`src/rtl/cpu_ctrl_pkg.sv`:
```
// rtl/cpu_ctrl_pkg.sv - shared states, opcodes, ALU codes and strobe record for the control sequencer
package cpu_ctrl_pkg;

  localparam int OPCODE_W = 5;

  typedef enum logic [3:0] {
    S_RST, F0, F1, F2, T3, T4, T5, T6, T7, S_HALT
  } state_e;

  localparam logic [OPCODE_W-1:0] OP_LD   = 5'b00000;
  localparam logic [OPCODE_W-1:0] OP_LDI  = 5'b00001;
  localparam logic [OPCODE_W-1:0] OP_ST   = 5'b00010;
  localparam logic [OPCODE_W-1:0] OP_ADD  = 5'b00011;
  localparam logic [OPCODE_W-1:0] OP_SUB  = 5'b00100;
  localparam logic [OPCODE_W-1:0] OP_ADDI = 5'b01100;
  localparam logic [OPCODE_W-1:0] OP_HALT = 5'b11011;

  localparam logic [4:0] ALU_ADD = 5'b00011;
  localparam logic [4:0] ALU_SUB = 5'b00100;

  typedef struct packed {
    logic       PCout;
    logic       MDRout;
    logic       RZLOout;
    logic       gra;
    logic       grb;
    logic       grc;
    logic       rin;
    logic       rout;
    logic       BAout;
    logic       Cout;
    logic       PCin;
    logic       IRin;
    logic       MARin;
    logic       MDRin;
    logic       Yin;
    logic       RZin;
    logic       IncPC;
    logic       Read;
    logic       Write;
    logic [4:0] ops;
  } ctrl_t;

  // Halt counts as known: it is decoded, it just never reaches T4.
  function automatic logic opc_known(input logic [OPCODE_W-1:0] opc);
    case (opc)
      OP_LD, OP_LDI, OP_ST, OP_ADD, OP_SUB, OP_ADDI, OP_HALT: return 1'b1;
      default: return 1'b0;
    endcase
  endfunction

endpackage

```
`src/rtl/cpu_control_sequencer_if.sv`:
```
// rtl/cpu_control_sequencer_if.sv - IR/memory handshake in, DataPath control strobes out
interface cpu_control_sequencer_if;
  logic [31:0] ir;
  logic        mem_ready;
  logic        PCout, MDRout, RZLOout;
  logic        gra, grb, grc, rin, rout, BAout, Cout;
  logic        PCin, IRin, MARin, MDRin, Yin, RZin;
  logic        IncPC, Read, Write;
  logic [4:0]  ops;
  logic        run, illegal, bus_err;

  // Control unit side.
  modport master (
    input  ir, mem_ready,
    output PCout, MDRout, RZLOout, gra, grb, grc, rin, rout, BAout, Cout,
           PCin, IRin, MARin, MDRin, Yin, RZin, IncPC, Read, Write,
           ops, run, illegal, bus_err
  );

  // DataPath / memory side.
  modport slave (
    output ir, mem_ready,
    input  PCout, MDRout, RZLOout, gra, grb, grc, rin, rout, BAout, Cout,
           PCin, IRin, MARin, MDRin, Yin, RZin, IncPC, Read, Write,
           ops, run, illegal, bus_err
  );
endinterface

```
`src/rtl/cu_output_decode.sv`:
```
// rtl/cu_output_decode.sv - combinational state + opcode to strobe vector
module cu_output_decode
  import cpu_ctrl_pkg::*;
(
  input  state_e                i_state,
  input  logic [OPCODE_W-1:0]   i_opc,
  output ctrl_t                 o_ctrl
);

  // Moore decode: every strobe defaults low and is raised only by its step.
  always_comb begin
    o_ctrl = '0;
    case (i_state)
      F0: begin
        o_ctrl.PCout = 1'b1; o_ctrl.MARin = 1'b1; o_ctrl.IncPC = 1'b1; o_ctrl.RZin = 1'b1;
      end
      F1: begin
        o_ctrl.RZLOout = 1'b1; o_ctrl.PCin = 1'b1; o_ctrl.Read = 1'b1; o_ctrl.MDRin = 1'b1;
      end
      F2: begin
        o_ctrl.MDRout = 1'b1; o_ctrl.IRin = 1'b1;
      end
      T3: begin
        case (i_opc)
          OP_LD, OP_LDI, OP_ST: begin
            o_ctrl.grb = 1'b1; o_ctrl.BAout = 1'b1; o_ctrl.Yin = 1'b1;
          end
          OP_ADD, OP_SUB, OP_ADDI: begin
            o_ctrl.grb = 1'b1; o_ctrl.rout = 1'b1; o_ctrl.Yin = 1'b1;
          end
          default: ;
        endcase
      end
      T4: begin
        case (i_opc)
          OP_ADD, OP_SUB: begin
            o_ctrl.grc = 1'b1; o_ctrl.rout = 1'b1; o_ctrl.RZin = 1'b1; o_ctrl.ops = i_opc;
          end
          OP_LD, OP_LDI, OP_ST, OP_ADDI: begin
            o_ctrl.Cout = 1'b1; o_ctrl.RZin = 1'b1; o_ctrl.ops = ALU_ADD;
          end
          default: ;
        endcase
      end
      T5: begin
        case (i_opc)
          OP_LD, OP_ST: begin
            o_ctrl.RZLOout = 1'b1; o_ctrl.MARin = 1'b1;
          end
          OP_LDI, OP_ADD, OP_SUB, OP_ADDI: begin
            o_ctrl.RZLOout = 1'b1; o_ctrl.gra = 1'b1; o_ctrl.rin = 1'b1;
          end
          default: ;
        endcase
      end
      T6: begin
        case (i_opc)
          OP_LD: begin
            o_ctrl.Read = 1'b1; o_ctrl.MDRin = 1'b1;
          end
          // Read stays low so the MDR takes the bus rather than memory.
          OP_ST: begin
            o_ctrl.gra = 1'b1; o_ctrl.rout = 1'b1; o_ctrl.MDRin = 1'b1;
          end
          default: ;
        endcase
      end
      T7: begin
        case (i_opc)
          OP_LD: begin
            o_ctrl.MDRout = 1'b1; o_ctrl.gra = 1'b1; o_ctrl.rin = 1'b1;
          end
          OP_ST: o_ctrl.Write = 1'b1;
          default: ;
        endcase
      end
      default: ;
    endcase
  end

endmodule

```
`src/rtl/cpu_control_sequencer.sv`:
```
// rtl/cpu_control_sequencer.sv - hardwired fetch/decode/execute sequencer; CU_MEM_TIMEOUT_EN adds memory stall timeout
module cpu_control_sequencer
  import cpu_ctrl_pkg::*;
#(
  parameter int OPC_W      = 5,
  parameter int WAIT_LIMIT = 15
) (
  input  logic                     clock,
  input  logic                     clear,
  cpu_control_sequencer_if.master  bus
);

  state_e            r_state;
  logic [OPC_W-1:0]  r_opc;
  logic [OPC_W-1:0]  w_ir_opc;
  logic [OPC_W-1:0]  w_opc;
  logic              w_known;
  logic              w_mem_state;
  logic              w_unused;
  ctrl_t             w_ctrl;

  // IR is loaded at the end of F2, so it is only trusted from T3 onward;
  // T3 decodes it live and the opcode is held for the rest of the instruction.
  assign w_ir_opc    = bus.ir[31 -: OPC_W];
  assign w_opc       = (r_state == T3) ? w_ir_opc : r_opc;
  assign w_known     = opc_known(w_ir_opc);
  assign w_mem_state = (r_state == F1) ||
                       (r_state == T6 && r_opc == OP_LD) ||
                       (r_state == T7 && r_opc == OP_ST);

`ifdef CU_MEM_TIMEOUT_EN
  localparam logic [3:0] WAIT_LAST = 4'(WAIT_LIMIT - 1);
  logic [3:0] r_wait;
  logic       r_bus_err;
  logic       w_timeout;

  assign w_timeout = w_mem_state && !bus.mem_ready && (r_wait == WAIT_LAST);

  // Count consecutive stall cycles of the current access; latch a sticky error on expiry.
  always_ff @(posedge clock or posedge clear) begin
    if (clear) begin
      r_wait    <= '0;
      r_bus_err <= 1'b0;
    end else begin
      if (w_mem_state && !bus.mem_ready && !w_timeout) r_wait <= r_wait + 4'd1;
      else                                            r_wait <= '0;
      if (w_timeout) r_bus_err <= 1'b1;
    end
  end

  assign bus.bus_err = r_bus_err;
  assign w_unused    = ^bus.ir[31-OPC_W:0];
`else
  assign bus.bus_err = 1'b0;
  assign w_unused    = (^bus.ir[31-OPC_W:0]) ^ (WAIT_LIMIT > 0);
`endif

  // Step sequencer: fetch F0..F2, then per-opcode T3..T7, stalling on memory.
  always_ff @(posedge clock or posedge clear) begin
    if (clear) begin
      r_state <= S_RST;
      r_opc   <= '0;
    end else begin
      if (r_state == T3) r_opc <= w_ir_opc;
      case (r_state)
        S_RST:  r_state <= F0;
        F0:     r_state <= F1;
        F1:     if (bus.mem_ready) r_state <= F2;
        F2:     r_state <= T3;
        T3: begin
          if (w_ir_opc == OP_HALT) r_state <= S_HALT;
          else if (!w_known)       r_state <= F0;
          else                     r_state <= T4;
        end
        T4:     r_state <= T5;
        T5:     r_state <= (r_opc == OP_LD || r_opc == OP_ST) ? T6 : F0;
        T6:     if (r_opc == OP_ST || bus.mem_ready) r_state <= T7;
        T7:     if (r_opc != OP_ST || bus.mem_ready) r_state <= F0;
        S_HALT: r_state <= S_HALT;
        default: r_state <= S_RST;
      endcase
`ifdef CU_MEM_TIMEOUT_EN
      if (w_timeout) r_state <= S_HALT;
`endif
    end
  end

  cu_output_decode u_decode (
    .i_state (r_state),
    .i_opc   (w_opc),
    .o_ctrl  (w_ctrl)
  );

  assign bus.PCout   = w_ctrl.PCout;
  assign bus.MDRout  = w_ctrl.MDRout;
  assign bus.RZLOout = w_ctrl.RZLOout;
  assign bus.gra     = w_ctrl.gra;
  assign bus.grb     = w_ctrl.grb;
  assign bus.grc     = w_ctrl.grc;
  assign bus.rin     = w_ctrl.rin;
  assign bus.rout    = w_ctrl.rout;
  assign bus.BAout   = w_ctrl.BAout;
  assign bus.Cout    = w_ctrl.Cout;
  assign bus.PCin    = w_ctrl.PCin;
  assign bus.IRin    = w_ctrl.IRin;
  assign bus.MARin   = w_ctrl.MARin;
  assign bus.MDRin   = w_ctrl.MDRin;
  assign bus.Yin     = w_ctrl.Yin;
  assign bus.RZin    = w_ctrl.RZin;
  assign bus.IncPC   = w_ctrl.IncPC;
  assign bus.Read    = w_ctrl.Read;
  assign bus.Write   = w_ctrl.Write;
  assign bus.ops     = w_ctrl.ops;
  assign bus.run     = (r_state != S_RST) && (r_state != S_HALT);
  assign bus.illegal = (r_state == T3) && !w_known;

endmodule

```
`src/flat_wrapper.sv`:
```
// flat-port wrapper written by rule: the top's interface ports become plain ports
module cpu_control_sequencer_flat import cpu_ctrl_pkg::*;
#(
  parameter int OPC_W      = 5,
  parameter int WAIT_LIMIT = 15
)
  (clock, clear, bus_ir, bus_mem_ready, bus_PCout, bus_MDRout, bus_RZLOout, bus_gra, bus_grb, bus_grc, bus_rin, bus_rout, bus_BAout, bus_Cout, bus_PCin, bus_IRin, bus_MARin, bus_MDRin, bus_Yin, bus_RZin, bus_IncPC, bus_Read, bus_Write, bus_ops, bus_run, bus_illegal, bus_bus_err);
  cpu_control_sequencer_if bus_i ();
  input  logic clock;
  input  logic clear;
  input wire logic [$bits(bus_i.ir)-1:0] bus_ir;
  input wire logic [$bits(bus_i.mem_ready)-1:0] bus_mem_ready;
  output wire logic [$bits(bus_i.PCout)-1:0] bus_PCout;
  output wire logic [$bits(bus_i.MDRout)-1:0] bus_MDRout;
  output wire logic [$bits(bus_i.RZLOout)-1:0] bus_RZLOout;
  output wire logic [$bits(bus_i.gra)-1:0] bus_gra;
  output wire logic [$bits(bus_i.grb)-1:0] bus_grb;
  output wire logic [$bits(bus_i.grc)-1:0] bus_grc;
  output wire logic [$bits(bus_i.rin)-1:0] bus_rin;
  output wire logic [$bits(bus_i.rout)-1:0] bus_rout;
  output wire logic [$bits(bus_i.BAout)-1:0] bus_BAout;
  output wire logic [$bits(bus_i.Cout)-1:0] bus_Cout;
  output wire logic [$bits(bus_i.PCin)-1:0] bus_PCin;
  output wire logic [$bits(bus_i.IRin)-1:0] bus_IRin;
  output wire logic [$bits(bus_i.MARin)-1:0] bus_MARin;
  output wire logic [$bits(bus_i.MDRin)-1:0] bus_MDRin;
  output wire logic [$bits(bus_i.Yin)-1:0] bus_Yin;
  output wire logic [$bits(bus_i.RZin)-1:0] bus_RZin;
  output wire logic [$bits(bus_i.IncPC)-1:0] bus_IncPC;
  output wire logic [$bits(bus_i.Read)-1:0] bus_Read;
  output wire logic [$bits(bus_i.Write)-1:0] bus_Write;
  output wire logic [$bits(bus_i.ops)-1:0] bus_ops;
  output wire logic [$bits(bus_i.run)-1:0] bus_run;
  output wire logic [$bits(bus_i.illegal)-1:0] bus_illegal;
  output wire logic [$bits(bus_i.bus_err)-1:0] bus_bus_err;
  assign bus_i.ir = bus_ir;
  assign bus_i.mem_ready = bus_mem_ready;
  assign bus_PCout = bus_i.PCout;
  assign bus_MDRout = bus_i.MDRout;
  assign bus_RZLOout = bus_i.RZLOout;
  assign bus_gra = bus_i.gra;
  assign bus_grb = bus_i.grb;
  assign bus_grc = bus_i.grc;
  assign bus_rin = bus_i.rin;
  assign bus_rout = bus_i.rout;
  assign bus_BAout = bus_i.BAout;
  assign bus_Cout = bus_i.Cout;
  assign bus_PCin = bus_i.PCin;
  assign bus_IRin = bus_i.IRin;
  assign bus_MARin = bus_i.MARin;
  assign bus_MDRin = bus_i.MDRin;
  assign bus_Yin = bus_i.Yin;
  assign bus_RZin = bus_i.RZin;
  assign bus_IncPC = bus_i.IncPC;
  assign bus_Read = bus_i.Read;
  assign bus_Write = bus_i.Write;
  assign bus_ops = bus_i.ops;
  assign bus_run = bus_i.run;
  assign bus_illegal = bus_i.illegal;
  assign bus_bus_err = bus_i.bus_err;
  cpu_control_sequencer #(.OPC_W(OPC_W), .WAIT_LIMIT(WAIT_LIMIT)) u_core (.clock(clock), .clear(clear), .bus(bus_i));
endmodule
```
`config.mk`:
```
export PLATFORM = sky130hd
export DESIGN_NAME = cpu_control_sequencer_flat
export DESIGN_NICKNAME = d
export VERILOG_FILES = /design/src/rtl/cpu_ctrl_pkg.sv /design/src/rtl/cpu_control_sequencer_if.sv /design/src/rtl/cu_output_decode.sv /design/src/rtl/cpu_control_sequencer.sv /design/src/flat_wrapper.sv
export SDC_FILE = /design/constraint.sdc
export NUM_CORES = 1
export LEC_CHECK = 0
export BUFFER_PORTS_ARGS = -buffer_cell sky130_fd_sc_hd__clkbuf_2
export CAP_MARGIN = 20
export CORE_ASPECT_RATIO = 1.4
export CORE_MARGIN = 8
export CORE_UTILIZATION = 42
export CTS_BUF_LIST = sky130_fd_sc_hd__clkbuf_16
export DETAILED_ROUTE_END_ITERATION = 6
export PLACE_DENSITY = 0.8
export RECOVER_POWER = 100
export SYNTH_ARGS = -nofsm -noshare
export SYNTH_HDL_FRONTEND = slang
export SYNTH_SLANG_ARGS = --single-unit
export TNS_END_PERCENT = 100
```
`constraint.sdc`:
```
create_clock -name clock -period 2.6 [get_ports clock]
set_clock_uncertainty 0.05 [all_clocks]
set_input_delay 0.39 -clock clock [delete_from_list [all_inputs] [get_ports clock]]
set_output_delay 0.39 -clock clock [all_outputs]
set_load 0.02 [all_outputs]
```
==> flow_summary.toml <==
[sta]
timing.final.crit_share_pct = 97.60
rsz0062_at_grt = "false"
final_critical_path_setup_slack_ns = 0.06231
post-route-min-period_ns = 2.538
hold_viol_final = 0
slew_violations = 0
max_freq_mhz = 394.1
final.hold.worst_slack_ns = 0.03602
finalSetupViolCount = 0
setup-tns-final_ns = 0

[placement]
io_buffer_count = 31
cell_area_after_placement_mm2 = 0.001144
place.gp.congestion = 0.9332
pre_cts_slack_ns = 0.2369
place.detailed.hpwl_um = 2262

[min_path]
hold_path_class = "primary input to asynchronous set/reset pin"

[detailed_routing]
num_vias = 1109
routed_wire_length_per_instance_um = 15.56
wirelength_um = 2879
drt_pre_antenna_iters = 4
detailedRoute.firstIterationViolations = 28
drt.antenna.violating_nets = 0
avgViaCountPerCell = 5.995
route.detailed.drc = 0

[synthesis]
syn_avg_cell_area_um2 = 7.364
mappedNetlistArea_um2 = 964.7
synth.lib_cells_used.distinct = 45
syn-instance-count = 131
post_synth_most_frequent_cells = "18 x sky130_fd_sc_hd__nand2_1, 11 x sky130_fd_sc_hd__nor3_1, 10 x sky130_fd_sc_hd__nor2_1"
synth.yosys.seq_area_share_pct = 23.35
post-synth-top-count-cell = "sky130_fd_sc_hd__nand2_1"
warnings_from_yosys = 0
yosys.area.top_type_share_pct = 23.35
netlist.top_cell.by_area = "sky130_fd_sc_hd__dfrtp_1"
synth_edf_count = 0
synth_async_sr_flop_share_pct = 100.0
netlist_top_cells_area = "sky130_fd_sc_hd__dfrtp_1 23%, sky130_fd_sc_hd__nand2_1 7.0%, sky130_fd_sc_hd__nor3_1 5.7%"
synthFlopType = "sky130_fd_sc_hd__dfrtp_1"
synth_register_bits = 9

[layout]
antenna_diode_count = 0
fin_nets = 199
final_layout_size_suffix_gt1_share_pct = 20.25
area.growth.synth_to_final_pct = 26.33
fillCellCount = 228
stdcell_area_mm2 = 0.001219

[clock_network]
post-cts-setup-buffer-count = 0
quantity_of_hold_fixing_buffers_added_after_cts = 0
tritoncts = "done"
numCtsBuffers = 3
cts_num_sinks = 9
path_clk_slew_ns = 0.04
clock-root-buffer = "sky130_fd_sc_hd__clkbuf_16"
max-clock-path-buffers = 2
worst_skew_pair.late_latency_ns = 0.23
htreeDepth = 1

[grt]
global_route_usage_over_all_layers_pct = 14.06
antenna_found_initial = 0
grt_first_pass_wirelength_um = 4836
grt_remaining_overflow = 0
grt_pass1_vias = 1114
grt_max_degree = 18

[setup_path]
critPathMaxStageDelay_ns = 0.56
critPathRequiredTime_ns = 2.16
setup.worst_path.class = "register to output pin"
path_max_fanout = 2
worst_setup_path_start_kind = "register"
critPathCaptureType = "output pin"
reg2reg_depth = 5
cp_max_stage_cell = "sky130_fd_sc_hd__or4b_4"
crit_path_cell_trace = "or4b_4 > mux2_4 > o31a_1 > nor3_2 > buf_4"
worst_ep_arrival_time_ns = 2.10

[power]
seqPwrFrac_pct = 19.6
intPower_w = 0.0007804
power.clock.fraction_pct = 17.1
p_switching_w = 0.0007655
pwr-share-comb_pct = 63.3
powerDensity_mw_per_mm2 = 1269
power_leakage_nw = 0.5627
netSwitchingFraction_pct = 49.51
vdd_ir_drop_max_mv = 0.9704

[die]
core_area_mm2 = 0.002177
fp.dieArea_mm2 = 0.004108
placement_rows = 20
boundaryPins = 62
initial_standard_cell_utilization_of_the_core_pct = 44.31
die_w_um = 56.51
die_y_extent_um = 72.71

[status]
run_status = "complete, no violations"

[run]
cap_viol_max_count = 0
==> stage by stage <==
stage | instances | utilization (%) | total power (W)
floorplan | 133 | - | 0.0009956
global placement | 181 | 52.53 | 0.001229
detailed placement | 181 | 52.53 | 0.001259
CTS | 185 | 56.67 | 0.001547
global route | 185 | 55.98 | 0.001655
finish | 185 | 55.98 | 0.001546
==> path summary, 6_finish.rpt <==
kind / start / end / slack [ns]
worst max-delay path: u_core.r_state[0]$_DFFE_PP0P_ / bus_RZin / 0.06
worst min-delay path: clear / u_core.r_state[1]$_DFFE_PP0P_ / 0.04
worst max register to register: u_core.r_state[0]$_DFFE_PP0P_ / u_core.r_state[3]$_DFFE_PP0P_ / 0.45
worst min register to register: u_core.r_opc[2]$_DFF_PP0_ / u_core.r_opc[2]$_DFF_PP0_ / 0.54
max in group asynchronous: clear / u_core.r_opc[3]$_DFF_PP0_ / 2.22
min in group clock: bus_ir[27] / u_core.r_opc[0]$_DFF_PP0_ / 0.40
==> what timing repair did <==
item / in CTS / in global routing
endpoints found under the hold margin: 0 / 0
cloned: 0 / 0
gates resized for setup: 3 / 3
endpoints found under the setup margin: 4 / 3
==> power groups by stage <==
stage          Combinational (W)  Sequential, W  Clock [W]
5_1_grt                  0.00107       0.000313   0.000276
3_3_place_gp            0.000942       0.000287          0
6_report                0.000978       0.000303   0.000264
4_1_cts                 0.000980       0.000298   0.000269
3_5_place_dp            0.000964       0.000295          0
2_1_floorplan           0.000721       0.000275          0
==> placed cells by master, fill, tap and decap left out, types with 3 or more instances in the layout <==
cell type                   count
sky130_fd_sc_hd__inv_1          7
sky130_fd_sc_hd__nor3_1        11
sky130_fd_sc_hd__a21oi_1        8
sky130_fd_sc_hd__o21ai_0        6
sky130_fd_sc_hd__clkbuf_1      16
sky130_fd_sc_hd__dfrtp_1        9
sky130_fd_sc_hd__clkbuf_2      15
sky130_fd_sc_hd__and3b_1        3
sky130_fd_sc_hd__clkbuf_16      3
sky130_fd_sc_hd__nor2_1        10
sky130_fd_sc_hd__buf_4          8
sky130_fd_sc_hd__or4_1          3
sky130_fd_sc_hd__conb_1         3
sky130_fd_sc_hd__nand2_1       18
sky130_fd_sc_hd__nand2b_1       4
==> sequential cells by signal (all words and copies together) (netlist names) <==
name            count
u_core.r_opc        5
u_core.r_state      4
==> cell families (layout without fill, tap and decap cells) <==
family | Yosys count | after routing | synth area share, %
flops | 9 | 9 | 23.35
simple gates | 67 | 67 | 40.47
compound gates | 32 | 32 | 22.05
mux | 2 | 2 | 2.594
buf+inv | 19 | 49 | 10.25
other cells | 1 | 3 | 0.3887
xor+xnor | 1 | 1 | 0.9081
==> metal layers <==
layer	share of wire (%)	routed length [um]	GRT usage, %
met1	38	1081	13.68
met2	54	1546	26.65
met3	6.3	182	4.530
met4	2.4	68	4.826
met5	0	0	0
==> critical path, delay by kind of cell, from the launching register on <==
family / cells / cell delay (ns)
and+or+nand+nor: 2 / 0.69
AOI/OAI and AO/OA: 1 / 0.31
buffers and inverters: 1 / 0.17
DFF: 1 / 0.37
muxes: 1 / 0.33
==> layout make-up <==
class | count | area [um^2] | share of cell area (%)
Clock buffer | 3 | 75.07 | 6.160
Clock inverter | 1 | 3.754 | 0.3080
Inverter | 6 | 22.52 | 1.848
Multi-Input combinational cell | 105 | 669.4 | 54.93
Sequential cell | 9 | 225.2 | 18.48
Tap cell | 22 | 27.53 | 2.259
Timing Repair Buffer | 39 | 195.2 | 16.02
No activity file was read; power rests on OpenSTA's default activity.
